### src/rtl/score_event_tx.sv
`default_nettype none
// ============================================================================
// score_event_tx : accumulates hit credits and meters updateScore strobes
//                  into update-position windows, with saturation and flush.
// Revision 1.0
// ============================================================================
module score_event_tx #(
  parameter int PEND_W         = 5,
  parameter int MAX_PER_WINDOW = 1
) (
  input  logic              clk,
  input  logic              reset,
  input  logic              hit,
  input  logic [1:0]        hitPoints,
  input  logic              flush,
  input  logic              inUpdatePositionStateMain,
  output logic              updateScore,
  output logic [PEND_W-1:0] pending,
  output logic              overflow,
  output logic              busy
);

  localparam int SUM_W = PEND_W + 2;
  localparam logic [SUM_W-1:0] c_pend_max = SUM_W'((1 << PEND_W) - 1);
  localparam logic [2:0]       c_win_max  = 3'(MAX_PER_WINDOW);

  typedef enum logic [1:0] {
    ST_IDLE = 2'd0,
    ST_WAIT = 2'd1,
    ST_SEND = 2'd2
  } state_t;

  state_t            r_state;
  state_t            w_state_nxt;
  logic [PEND_W-1:0] r_pending;
  logic [PEND_W-1:0] w_pending_nxt;
  logic [2:0]        r_win_cnt;
  logic [2:0]        w_win_cnt_nxt;
  logic              r_overflow;
  logic              w_overflow_nxt;
  logic              w_update;
  logic [SUM_W-1:0]  w_add;
  logic [SUM_W-1:0]  w_sum;
  logic              w_sat;

  // Non-IDLE state is equivalent to a nonzero pending count.
  assign w_update = (r_state != ST_IDLE) && inUpdatePositionStateMain &&
                    !flush && !reset && (r_win_cnt < c_win_max);

  always_comb begin
    w_add          = '0;
    w_sum          = '0;
    w_sat          = 1'b0;
    w_pending_nxt  = r_pending;
    w_win_cnt_nxt  = r_win_cnt;
    w_overflow_nxt = r_overflow;
    w_state_nxt    = r_state;

    if (hit) begin
      w_add = SUM_W'(hitPoints);
    end
    // A consume only happens with pending != 0, so the subtraction cannot wrap.
    w_sum = SUM_W'(r_pending) + w_add - SUM_W'(w_update);
    w_sat = (w_sum > c_pend_max);

    if (flush) begin
      w_pending_nxt  = '0;
      w_win_cnt_nxt  = '0;
      w_overflow_nxt = 1'b0;
    end else begin
      w_pending_nxt  = w_sat ? c_pend_max[PEND_W-1:0] : w_sum[PEND_W-1:0];
      w_win_cnt_nxt  = inUpdatePositionStateMain ? (r_win_cnt + 3'(w_update)) : 3'd0;
      w_overflow_nxt = r_overflow | w_sat;
    end

    if (w_pending_nxt == '0) begin
      w_state_nxt = ST_IDLE;
    end else if (inUpdatePositionStateMain && (w_win_cnt_nxt < c_win_max)) begin
      w_state_nxt = ST_SEND;
    end else begin
      w_state_nxt = ST_WAIT;
    end
  end

  always_ff @(posedge clk) begin
    if (reset) begin
      r_state    <= ST_IDLE;
      r_pending  <= '0;
      r_win_cnt  <= '0;
      r_overflow <= 1'b0;
    end else begin
      r_state    <= w_state_nxt;
      r_pending  <= w_pending_nxt;
      r_win_cnt  <= w_win_cnt_nxt;
      r_overflow <= w_overflow_nxt;
    end
  end

  assign updateScore = w_update;
  assign pending     = r_pending;
  assign overflow    = r_overflow;
  assign busy        = (r_state != ST_IDLE);

endmodule
`default_nettype wire

### config.mk
export PLATFORM = sky130hd
export DESIGN_NAME = score_event_tx
export DESIGN_NICKNAME = d
export VERILOG_FILES = /design/src/rtl/score_event_tx.sv
export SDC_FILE = /design/constraint.sdc
export NUM_CORES = 1
export LEC_CHECK = 0
export ABC_AREA = 1
export BUFFER_PORTS_ARGS = -buffer_cell sky130_fd_sc_hd__buf_2
export CORE_AREA = 4 4 44 46
export CTS_CLUSTER_SIZE = 40
export DETAILED_ROUTE_END_ITERATION = 8
export DIE_AREA = 0 0 48 50
export PLACE_DENSITY = 0.68
export SYNTH_ARGS = -nofsm -noshare
export SYNTH_HDL_FRONTEND = slang
export SYNTH_SLANG_ARGS = --single-unit
### constraint.sdc
create_clock -name clk -period 2.5 [get_ports clk]
set_input_delay 0.125 -clock clk [delete_from_list [all_inputs] [get_ports clk]]
set_output_delay 0.125 -clock clk [all_outputs]
set_load 0.005 [all_outputs]
After elaboration in Yosys (flattened, before gate mapping). Index checks and enable logic that the tools add are counted.

Register bits: 11. Input port bits: 7.

Bitwise gates (word level): 1. Reductions and logical operators: 11. $lt $le $gt $ge: 3. $add $sub $neg: 3. Muxes and demuxes: 6.

Operators with widths (number): $mux 5 (2); $add 5x7->7 (1); $gt 7x5->1 const B (1); $sub 7x1->7 (1); $lt 3x1->1 const B (2); $mux 3 (2); $logic_and 1x1->1 (5); $logic_not 5->1 (1); $mux 2 (2); $reduce_or 2->1 (2); $add 3x1->3 (1); $logic_not 1->1 (2); $reduce_bool 2->1 (1); $or 1x1->1 (1).

Depth between registers and ports, before layout. Gate-level depths: netlist of the first run.

Depth in word-level cells: 11. Gate-level depth with buffers: 15. Mapped depth without buffers: 15.

Worst setup path before layout of the first run. Ideal clock, no wire load.

Path type: register -> register. Start point: reg r_win_cnt[1]. End point: reg r_state[0]. Cell stages (with the launch flop): 14. Path buffers: 0. Slack: 263 ps. Library setup time: 109 ps. Arrival: 2127 ps. Path through: dfxtp_1 or2_1 nor4_4 xnor2_1 ha_1 fa_1 nand3_1 nand2_1 xor2_1 nand3b_1 nand2_1 nand3_2 nand2_1 inv_1.

Longest elaborated chain between the ends: 8.

Ends and longest elaborated chain: start: declaration (RTL line 37) `logic [2:0] r_win_cnt;`; start signal: assignment (RTL line 94) `r_win_cnt <= w_win_cnt_nxt;`; $lt 3x1->1 (RTL line 48) `!flush && !reset && (r_win_cnt < c_win_max);`; $logic_and 1x1->1 (RTL line 48); $sub 7x1->7 / $add 3x1->3 (equally long branches) (RTL line 63, 72); $gt 7x5->1 / $mux 3 (equally long branches) (RTL line 64, 72); $mux 5 / $mux 3 (equally long branches) (RTL line 71, 66); $mux 5 / $lt 3x1->1 (equally long branches) (RTL line 66, 78); $logic_not 5->1 / $logic_and 1x1->1 (equally long branches) (RTL line 76, 78); $reduce_or 2->1 (no source line) / $mux 2 (equally long branches); end signal: assignment (RTL line 92) `r_state <= w_state_nxt;`; end: declaration (RTL line 33) `state_t r_state;`.

Several ways; a longest one is shown, not always the timed one. A chain may end at the register's enable or synchronous reset.

Worst setup path in the final report of the first run.
Start point: reg r_win_cnt[2]. End point: reg r_state[0].

The elaborated chain is that of the path after synthesis.

==> metrics, run 1 <==
category of cells accounting for the largest share of critical-path delay=simple AND/OR/NAND/NOR gates; vertical die dimension=~50 microns; wire length reported by the detailed router=1320 microns; max-slew violation total from the final report=0; gr busiest metal=met2; Total GRT Usage=13.11%; net switching fraction of the power=39.84%; startpoint-to-endpoint class of the critical path=register to register; antenna viol nets, final=0; share of post-route cells with drive strength above 1=approximately a quarter; time the worst path needs with I/O delays and setup=2.331 ns; pin count of the biggest net entering global routing=8; portion of the clock cycle consumed by the worst path in the final layout=93.25%; leakage dissipation=0.5136 nW; number of synthesized flops with an enable pin=0; part of the power in registers=32.2%; final non-filler cell total=133; arrival time worst endpoint=approximately 2.5 ns; Clock Tree Root=sky130_fd_sc_hd__clkbuf_4; largest vdd supply drop=376.0 uV; outcome=complete, no violations; Post-synth ARST share=0%; biggest fanout along the worst timing path=3; wire length of the first global-routing pass=2256 microns; CTS tree=done; Mapped Cells=98; # hold bufs at CTS=0; share of the synthesized area in the top cell type=29.14%; area added between synthesis and finish=16.39%; Mapped Nets=between 100 and 150; dominant cell type by count on the critical path=sky130_fd_sc_hd__nand2_1; average via count per standard cell=4.744; Clk pin slew, worst setup/hold paths=about 0.06 ns; most frequent cells in the layout=22 x sky130_fd_sc_hd__inv_1, 20 x sky130_fd_sc_hd__nand2_1, 14 x sky130_fd_sc_hd__buf_2; slew at the pin closest to its max-slew limit=between 0.2 and 0.3 ns; worst-case clock buffer depth=2; relative slew slack=80.50%; Post-CTS Setup Bufs=0; total power divided by cell area=748.6 nW/um^2; worst-case clock skew=0.005709 ns; netlist area before placement=755.7 sq um; via count of the first global-routing pass=583; r2r worst-path depth=13; CTS Buf Count=3; Critical Path Source Type=register; M2 GR Usage=between 15 and 20%; top area cells in the synthesized netlist=sky130_fd_sc_hd__dfxtp_1 29%, sky130_fd_sc_hd__ha_1 15%, sky130_fd_sc_hd__inv_1 11%, sky130_fd_sc_hd__nand2_1 9.9%, sky130_fd_sc_hd__nand3_1 4.0%; Worst Hold Class=input pin to register; number of I/O pins=15; number of antenna violations at the first check in global routing=0; library cell occupying the most area in the post-synthesis netlist=sky130_fd_sc_hd__dfxtp_1; die area=2400 sq um; level count of the clock H-tree=1; std cell rows=14; routed length per instance=9.925 microns; initial cell density of the core=approximately half; routability congestion estimate from global placement=~0.76; via count=between 600 and 700; sequence of cells on the critical path=or2_1, nor4_4, xnor2_1, ha_1, fa_1, nand3_1, nand2_1, xor2_1, nand3b_1, nand2_1, nand3_2, nand2_1, inv_1; maximum cell stage delay along the critical path=0.40 ns; number of synthesis warnings=0; half-perimeter wire length of the detailed placement result=1125 microns; required time of the critical path=2.67 ns; hold violation total from the final report=0; chip width=48 microns; internal power=396.2 uW; clock network fraction of design power=18.4%; max-cap check violation count=0; first drt pass iteration count=4; number of different library cells in the post-synthesis netlist=24; final count of negative-setup-slack endpoints=0; post-route total power=~660 uW; unrepaired setup endpoints after global routing=false; CP endpoint kind=register; most common cell after layout, fill and taps aside=sky130_fd_sc_hd__inv_1; post-synthesis sequential area ratio=between 20 and 30%; part of the total power dissipated in combinational logic=49.4%; aggregate negative setup slack=0 ns; clk sink count=11; area of the core=1506 sq um; logic depth of the worst path, buffers included=13; placed insts=129; mean area per synthesized cell=a little under 8 sq um; 1st-iter DRT viols=6; n_diodes=0; buffers added on ports=14; register bit total from synthesis=11; Critical path buffers and inverters=1; net load switching power=between 200 and 300 uW; maximum achievable frequency=429.0 MHz; insertion delay to the later sink of the worst-skew pair=0.27 ns; Gates resized, CTS repair=0; # DRC=0; sum of overflow across all layers after global routing=0; net count of the finished layout=135; met3 track demand over resource in global routing=approximately 2.2%; met1 global-route usage=17.36%; highest-delay cell along the critical path=sky130_fd_sc_hd__fa_1; Hold Path Stages=2; prevailing post-synth register cell=sky130_fd_sc_hd__dfxtp_1
## kinds of logic after synthesis
family	count (synthesis)	synth area share [%]
compound gates	6	5.796
xor+xnor	3	3.477
fa+ha+maj	10	17.55
buf+inv	23	11.42
flops	11	29.14
simple gates	45	32.62
## final cells by class
cell class / instances / area, sq um
fill: 151 / 626.9
multi-input combinational: 64 / 449.2
sequential: 11 / 220.2
inverter: 23 / 86.33
timing repair buffer: 15 / 77.57
clock buffer: 4 / 26.28
tap: 16 / 20.02
## Yosys cell counts, types with 2 or more instances
cell type / instances
sky130_fd_sc_hd__a21oi_1: 2
sky130_fd_sc_hd__o21ai_0: 2
sky130_fd_sc_hd__ha_1: 9
sky130_fd_sc_hd__xnor2_1: 2
sky130_fd_sc_hd__nor2_1: 4
sky130_fd_sc_hd__nand2_1: 20
sky130_fd_sc_hd__nand4_1: 3
sky130_fd_sc_hd__inv_1: 22
sky130_fd_sc_hd__dfxtp_1: 11
sky130_fd_sc_hd__nand3_2: 3
sky130_fd_sc_hd__nand2_2: 2
sky130_fd_sc_hd__nand3_1: 6
## routing by layer
metal  wire length, microns  vias up
met5                      0        -
met4                     46        0
met3                     62        5
met2                    535       14
met1                    676      263
li1                       -      349
## registers in the layout, indices dropped and copies added, names as in the netlist
signal     cells
r_win_cnt      3
overflow       1
r_state        2
pending        5
## power by group through the flow
stage	clock network, mW	logic [mW]	registers (mW)
floorplan	0	0.250	0.217
global placement	0	0.323	0.215
detailed placement	0	0.328	0.216
CTS	0.128	0.330	0.212
global route	0.137	0.374	0.214
finish	0.121	0.326	0.212
## path summary, 6_finish.rpt
path	start	to	slack, ns
setup reg to reg	r_win_cnt[2]	r_state[0]	0.17
hold reg to reg	overflow	overflow	0.48
hold / removal	reset	r_win_cnt[0]	0.09
setup / recovery	r_win_cnt[2]	r_state[0]	0.17
## metrics by stage
step	util (%)	area (sq um)	hold slack, ns	worst slack [ns]
floorplan	-	755.7	0.1974	0.2634
global placement	56.64	853.3	0.3643	0.1405
detailed placement	56.64	853.3	0.3665	0.09213
CTS	58.39	879.6	0.07431	0.07747
global route	58.39	879.6	0.08145	0.007759
finish	58.39	879.6	0.09076	0.1688
No activity file was read; power rests on OpenSTA's default activity.
==> run 2, diff against run 1 <==
CORE_AREA = 4 4 49 51   (was 4 4 44 46)
DIE_AREA = 0 0 53 55   (was 0 0 48 50)
PLACE_DENSITY = 0.55   (was 0.68)
RECOVER_POWER = 25   (was not set)
==> metrics, run 2 (synthesis gave the netlist of run 1 again) <==
part of the power in registers=30.9% (was 32.2%); via count of the first global-routing pass=571 (was 583); worst-case clock buffer depth=2 (unchanged); net switching fraction of the power=39.11% (was 39.84%); Worst Hold Class=input pin to register (unchanged); final count of negative-setup-slack endpoints=0 (unchanged); max-cap check violation count=0 (unchanged); area added between synthesis and finish=21.36% (was 16.39%); total power divided by cell area=746.0 nW/um^2 (was 748.6 nW/um^2); clock network fraction of design power=17.0% (was 18.4%); share of post-route cells with drive strength above 1=26.89% (was 24.79%); net count of the finished layout=137 (was 135); Clock Tree Root=sky130_fd_sc_hd__clkbuf_4 (unchanged); required time of the critical path=2.66 ns (was 2.67 ns); most frequent cells in the layout=22 x sky130_fd_sc_hd__inv_1, 20 x sky130_fd_sc_hd__nand2_1, 13 x sky130_fd_sc_hd__buf_2 (was 22 x sky130_fd_sc_hd__inv_1, 20 x sky130_fd_sc_hd__nand2_1, 14 x sky130_fd_sc_hd__buf_2); buffers added on ports=14 (unchanged); Critical Path Source Type=register (unchanged); net load switching power=267.6 uW (was 262.3 uW); post-layout util=47.23% (was 58.39%); 1st-iter DRT viols=17 (was 6); CTS tree=done (unchanged); unrepaired setup endpoints after global routing=false (unchanged); # DRC=0 (unchanged); sequence of cells on the critical path=or2_1, nor4_4, xnor2_1, ha_1, fa_2, nand3_1, nand2_1, xor2_2, nand3b_1, nand2_1, nand3_2, nand2_1, inv_1 (was or2_1, nor4_4, xnor2_1, ha_1, fa_1, nand3_1, nand2_1, xor2_1, nand3b_1, nand2_1, nand3_2, nand2_1, inv_1); part of the total power dissipated in combinational logic=52.0% (was 49.4%); die area=2915 sq um (was 2400 sq um); routed length per instance=9.199 microns (was 9.925 microns); sum of overflow across all layers after global routing=0 (unchanged); time the worst path needs with I/O delays and setup=2.261 ns (was 2.331 ns); # hold bufs at CTS=0 (unchanged); post-route total power=684.1 uW (was 658.5 uW); Clk pin slew, worst setup/hold paths=0.07 ns (was 0.06 ns); routability congestion estimate from global placement=0.7401 (was 0.7597); flip-flop count of the largest register after layout=5 (unchanged); CP endpoint kind=register (unchanged); slew at the pin closest to its max-slew limit=0.2676 ns (was 0.2903 ns); leakage dissipation=0.5204 nW (was 0.5136 nW); n_diodes=0 (unchanged); level count of the clock H-tree=1 (unchanged); cell area after placement=867.1 sq um (was 853.3 sq um); half-perimeter wire length of the detailed placement result=1149 microns (was 1125 microns); maximum cell stage delay along the critical path=0.35 ns (was 0.40 ns); arrival time worst endpoint=2.42 ns (was 2.50 ns); insertion delay to the later sink of the worst-skew pair=0.26 ns (was 0.27 ns); most common cell after layout, fill and taps aside=sky130_fd_sc_hd__inv_1 (unchanged); largest vdd supply drop=421.5 uV (was 376.0 uV); vertical die dimension=55 microns (was 50 microns); portion of the clock cycle consumed by the worst path in the final layout=90.45% (was 93.25%); first drt pass iteration count=4 (unchanged); count of fill cells added during filler insertion=209 (was 151); via count=654 (was 631); antenna viol nets, final=0 (unchanged); highest-delay cell along the critical path=sky130_fd_sc_hd__fa_2 (was sky130_fd_sc_hd__fa_1); pin count of the biggest net entering global routing=8 (unchanged); std cell rows=16 (was 14); hold violation total from the final report=0 (unchanged); chip width=53 microns (was 48 microns); relative slew slack=82.03% (was 80.50%); maximum achievable frequency=442.2 MHz (was 429.0 MHz); clk sink count=11 (unchanged); internal power=416.6 uW (was 396.2 uW); outcome=complete, no violations (unchanged); aggregate negative setup slack=0 ns (unchanged); Total GRT Usage=10.02% (was 13.11%); max-slew violation total from the final report=0 (unchanged); worst-case clock skew=0.004629 ns (was 0.005709 ns); dominant cell type by count on the critical path=sky130_fd_sc_hd__nand2_1 (unchanged); number of I/O pins=15 (unchanged); initial cell density of the core=38.92% (was 50.17%); biggest fanout along the worst timing path=3 (unchanged); number of antenna violations at the first check in global routing=0 (unchanged); area of the core=1942 sq um (was 1506 sq um); CTS Buf Count=3 (unchanged); average via count per standard cell=4.479 (was 4.744); startpoint-to-endpoint class of the critical path=register to register (unchanged); wire length of the first global-routing pass=2166 microns (was 2256 microns); wire length reported by the detailed router=1343 microns (was 1320 microns); Design Area, Final=917.1 sq um (was 879.6 sq um)
## run 2: power by group through the flow
| stage | combinational (mW) | sequential [mW] | clock, mW |
|---|---|---|---|
| after CTS | 0.329 | 0.212 | 0.121 |
| after floorplan | 0.250 | 0.217 | 0 |
| final | 0.356 | 0.211 | 0.117 |
| after detailed placement | 0.326 | 0.217 | 0 |
| after global placement | 0.325 | 0.216 | 0 |
| after global routing | 0.399 | 0.215 | 0.132 |
## run 2: routing by layer
metal  share of wire [%]  track usage (%)
met1                  50            12.50
met2                  45            16.53
met3                 5.6            2.413
met4                   0            4.255
met5                   0                0
## run 2: cell type report
cell class / count / area [sq um] / area share (%)
Multi-Input combinational cell: 64 / 459.2 / 50.07
Sequential cell: 11 / 220.2 / 24.01
Timing Repair Buffer: 17 / 91.34 / 9.959
Inverter: 23 / 86.33 / 9.413
Tap cell: 27 / 33.78 / 3.683
Clock buffer: 4 / 26.28 / 2.865
## run 2: final timing paths
kind,from,slack (ns),end,depth (start not counted)
worst max-delay path,r_win_cnt[2],0.24,r_state[0],13
worst min-delay path,reset,0.1,r_win_cnt[1],2
worst max register to register,r_win_cnt[2],0.24,r_state[0],13
worst min register to register,overflow,0.49,overflow,2
## run 2: what timing repair did
action | CTS | global route
endpoints found under the setup margin | 0 | 2
gates resized for setup | 0 | 2
setup buffers | 0 | 2
## run 2: per-stage QoR
step / setup slack (ns) / hold slack, ns / cells
floorplan: 0.2634 / 0.1974 / 98
global placement: 0.1456 / 0.3656 / 140
detailed placement: 0.1034 / 0.3665 / 140
CTS: 0.06059 / 0.08485 / 144
global route: 0.03897 / 0.1044 / 146
finish: 0.2387 / 0.09604 / 146
## run 2: worst max-delay path, delay by kind of cell, from the launching register on
family        cells  cell delay (ns)
xor+xnor          2             0.27
fa+ha+maj         2             0.56
simple gates      8             0.95
flops             1             0.33
buf+inv           1             0.04
==> run 3, diff against run 2 <==
ABC_AREA = not set   (was 1)
CELL_PAD_IN_SITES_DETAIL_PLACEMENT = 1   (was not set)
CELL_PAD_IN_SITES_GLOBAL_PLACEMENT = 2   (was not set)
CORE_AREA = 4 4 45 67   (was 4 4 49 51)
DIE_AREA = 0 0 49 71   (was 0 0 53 55)
PLACE_DENSITY = 0.68   (was 0.55)
==> metrics, run 3 <==
most numerous cell types in the synthesized netlist=11 x sky130_fd_sc_hd__dfxtp_1, 11 x sky130_fd_sc_hd__inv_1, 9 x sky130_fd_sc_hd__ha_1 (was 22 x sky130_fd_sc_hd__inv_1, 20 x sky130_fd_sc_hd__nand2_1, 11 x sky130_fd_sc_hd__dfxtp_1); cell area after placement=928.4 sq um (was 867.1 sq um); most common cell after layout, fill and taps aside=sky130_fd_sc_hd__buf_4 (was sky130_fd_sc_hd__inv_1); flip-flop count of the largest register after layout=5 (unchanged); number of synthesis warnings=0 (unchanged); post-layout util=41.63% (was 47.23%); first drt pass iteration count=2 (was 4); via count of the first global-routing pass=743 (was 571); Design Area, Final=1008 sq um (was 917.1 sq um); leakage dissipation=0.4874 nW (was 0.5204 nW); setup slack of the worst register-to-register path=0.10 ns (was 0.24 ns); number of synthesized flops with an enable pin=0 (unchanged); CTS Buf Count=3 (unchanged); area used by multi-input combinational logic=500.5 sq um (was 459.2 sq um); buffers added on ports=14 (unchanged); final count of negative-setup-slack endpoints=0 (unchanged); max-slew violation total from the final report=0 (unchanged); top area cells in the synthesized netlist=sky130_fd_sc_hd__dfxtp_1 31%, sky130_fd_sc_hd__ha_1 16%, sky130_fd_sc_hd__o41a_1 6.3%, sky130_fd_sc_hd__inv_1 5.7%, sky130_fd_sc_hd__nand2_1 4.2% (was sky130_fd_sc_hd__dfxtp_1 29%, sky130_fd_sc_hd__ha_1 15%, sky130_fd_sc_hd__inv_1 11%, sky130_fd_sc_hd__nand2_1 9.9%, sky130_fd_sc_hd__nand3_1 4.0%); Post-synth ARST share=0% (unchanged); post-synthesis sequential area ratio=30.56% (was 29.14%); # DRC=0 (unchanged); number of I/O pins=15 (unchanged); wire length reported by the detailed router=1910 microns (was 1343 microns); insertion delay to the later sink of the worst-skew pair=0.26 ns (about the same); Total GRT Usage=11.35% (was 10.02%); worst-case clock skew=0.002480 ns (was 0.004629 ns); Worst Hold Class=input pin to register (unchanged); std cell rows=22 (was 16); Critical Path Source Type=register (unchanged); level count of the clock H-tree=1 (unchanged); antenna viol nets, final=0 (unchanged); vertical die dimension=71 microns (was 55 microns); slew at the pin closest to its max-slew limit=0.3417 ns (was 0.2676 ns); average via count per standard cell=5.158 (was 4.479); library cell occupying the most area in the post-synthesis netlist=sky130_fd_sc_hd__dfxtp_1 (unchanged); share of post-route cells with drive strength above 1=40.00% (was 26.89%); most frequent cells in the layout=16 x sky130_fd_sc_hd__buf_4, 13 x sky130_fd_sc_hd__buf_2, 11 x sky130_fd_sc_hd__inv_1 (was 22 x sky130_fd_sc_hd__inv_1, 20 x sky130_fd_sc_hd__nand2_1, 13 x sky130_fd_sc_hd__buf_2); chip width=49 microns (was 53 microns); routability congestion estimate from global placement=0.8564 (was 0.7401); worst-case clock buffer depth=2 (unchanged); total power divided by cell area=750.4 nW/um^2 (was 746.0 nW/um^2); CP endpoint kind=register (unchanged); number of different library cells in the post-synthesis netlist=26 (was 24); netlist area before placement=720.7 sq um (was 755.7 sq um); n_diodes=0 (unchanged); register bit total from synthesis=11 (unchanged); Mapped Nets=98 (was 115); count of fill cells added during filler insertion=300 (was 209); Clock Tree Root=sky130_fd_sc_hd__clkbuf_4 (unchanged); outcome=complete, no violations (unchanged); routed length per instance=13.74 microns (was 9.199 microns); reg2reg start=r_win_cnt[1] (was r_win_cnt[2]); hold violation total from the final report=0 (unchanged); hold path startpoint=reset (unchanged); required time of the critical path=2.64 ns (was 2.66 ns); share of the synthesized area in the top cell type=30.56% (was 29.14%); arrival time worst endpoint=2.54 ns (was 2.42 ns); maximum achievable frequency=417.1 MHz (was 442.2 MHz); Reg area=221.5 sq um (was 220.2 sq um); largest vdd supply drop=296.5 uV (was 421.5 uV); Clk pin slew, worst setup/hold paths=0.07 ns (about the same); prevailing post-synth register cell=sky130_fd_sc_hd__dfxtp_1 (unchanged); sum of overflow across all layers after global routing=0 (unchanged); mean area per synthesized cell=8.897 sq um (was 7.711 sq um); area of the core=2422 sq um (was 1942 sq um); area added between synthesis and finish=39.93% (was 21.36%); clk sink count=11 (unchanged); time the worst path needs with I/O delays and setup=2.398 ns (was 2.261 ns); Critical path origin=r_win_cnt[1] (was r_win_cnt[2]); pin count of the biggest net entering global routing=9 (was 8); portion of the clock cycle consumed by the worst path in the final layout=95.91% (was 90.45%); startpoint-to-endpoint class of the critical path=register to register (unchanged); relative slew slack=77.03% (was 82.03%); wire length of the first global-routing pass=3139 microns (was 2166 microns); via count=717 (was 654); CTS tree=done (unchanged); net count of the finished layout=133 (was 137); die area=3479 sq um (was 2915 sq um); number of antenna violations at the first check in global routing=0 (unchanged); unrepaired setup endpoints after global routing=true (was false); Mapped Cells=81 (was 98); 1st-iter DRT viols=3 (was 17); initial cell density of the core=29.75% (was 38.92%); max-cap check violation count=0 (unchanged); half-perimeter wire length of the detailed placement result=1626 microns (was 1149 microns); biggest fanout along the worst timing path=4 (was 3)
-- run 3: cell types whose count changed after synthesis, moves of 2 or more --
cell	change
sky130_fd_sc_hd__a21o_1	+2
sky130_fd_sc_hd__a31oi_1	+2
sky130_fd_sc_hd__and3_1	+2
sky130_fd_sc_hd__inv_1	-11
sky130_fd_sc_hd__nand2_1	-12
sky130_fd_sc_hd__nand2_2	-2
sky130_fd_sc_hd__nand3_1	-5
sky130_fd_sc_hd__nand3_2	-3
sky130_fd_sc_hd__nand4_1	-3
sky130_fd_sc_hd__nor2_1	+3
sky130_fd_sc_hd__nor3_1	+5
sky130_fd_sc_hd__o41a_1	+4
-- run 3: where the power goes --
group          switching (mW)  internal [mW]  leakage, nW
clock                  0.0548         0.0615       0.0150
sequential             0.0142          0.194       0.0908
combinational           0.223          0.209        0.382
total                   0.292          0.464        0.487
-- run 3: cell families after synthesis --
logic type / after synthesis / share of synthesized area (%)
XOR/XNOR: 4 / 4.862
AND/OR/NAND/NOR: 26 / 16.84
buffers and inverters: 11 / 5.729
adder cells (fa/ha/maj): 10 / 18.40
flip-flops: 11 / 30.56
multiplexers: 1 / 1.389
AO/OA/AOI/OAI: 18 / 22.22
-- run 3: what timing repair did --
item                       4_1_cts  5_1_grt
pin swaps                        4        4
setup endpoints to repair        4        8
hold buffers                     0        0
buffers inserted                 1        2
gates resized for setup          3        8
-- run 3: final cells by class --
class	instances	area share, %
Multi-Input combinational cell	59	49.63
Sequential cell	11	21.96
Timing Repair Buffer	30	18.73
Inverter	11	4.094
Tap cell	24	2.978
Clock buffer	4	2.605
-- run 3: critical path, stage by stage (launching register included) --
cell	delay [ns]
sky130_fd_sc_hd__dfxtp_2	0.33
sky130_fd_sc_hd__nor3_2	0.20
sky130_fd_sc_hd__nand2_2	0.11
sky130_fd_sc_hd__nor2_4	0.10
sky130_fd_sc_hd__xnor2_1	0.12
sky130_fd_sc_hd__ha_2	0.21
sky130_fd_sc_hd__fa_2	0.20
sky130_fd_sc_hd__a21o_1	0.16
sky130_fd_sc_hd__a211oi_4	0.09
sky130_fd_sc_hd__buf_4	0.14
sky130_fd_sc_hd__buf_4	0.12
sky130_fd_sc_hd__buf_4	0.12
sky130_fd_sc_hd__o41a_1	0.39
-- run 3: path summary, 6_finish.rpt --
kind / end / cells past startpoint
worst max-delay path: overflow / 12
worst min register to register: overflow / 1
worst max register to register: overflow / 12
worst min-delay path: pending[3] / 2
-- run 3: through the flow --
step	total power [mW]	hold WS [ns]	std cells	setup WS [ns]	TNS [ns]
after global placement	0.6116	0.3507	133	0.03355	0
after detailed placement	0.6155	0.3536	133	-0.04295	-0.07046
after CTS	0.7483	0.07754	138	0.001713	0
after global routing	0.8230	0.07609	139	-0.03203	-0.1244
after floorplan	0.4545	0.1940	81	0.009367	0
final	0.7567	0.08329	139	0.1023	0
-- run 3: metal layers --
| metal | vias up | share of wire [%] | track usage (%) | wire length, microns |
|---|---|---|---|---|
| met2 | 9 | 61 | 22.97 | 1173 |
| met5 | - | 0 | 0 | 0 |
| li1 | 353 | - | - | - |
| met1 | 353 | 35 | 11.03 | 677 |
| met4 | 0 | 0.84 | 4.491 | 16 |
| met3 | 2 | 2.2 | 1.474 | 42 |
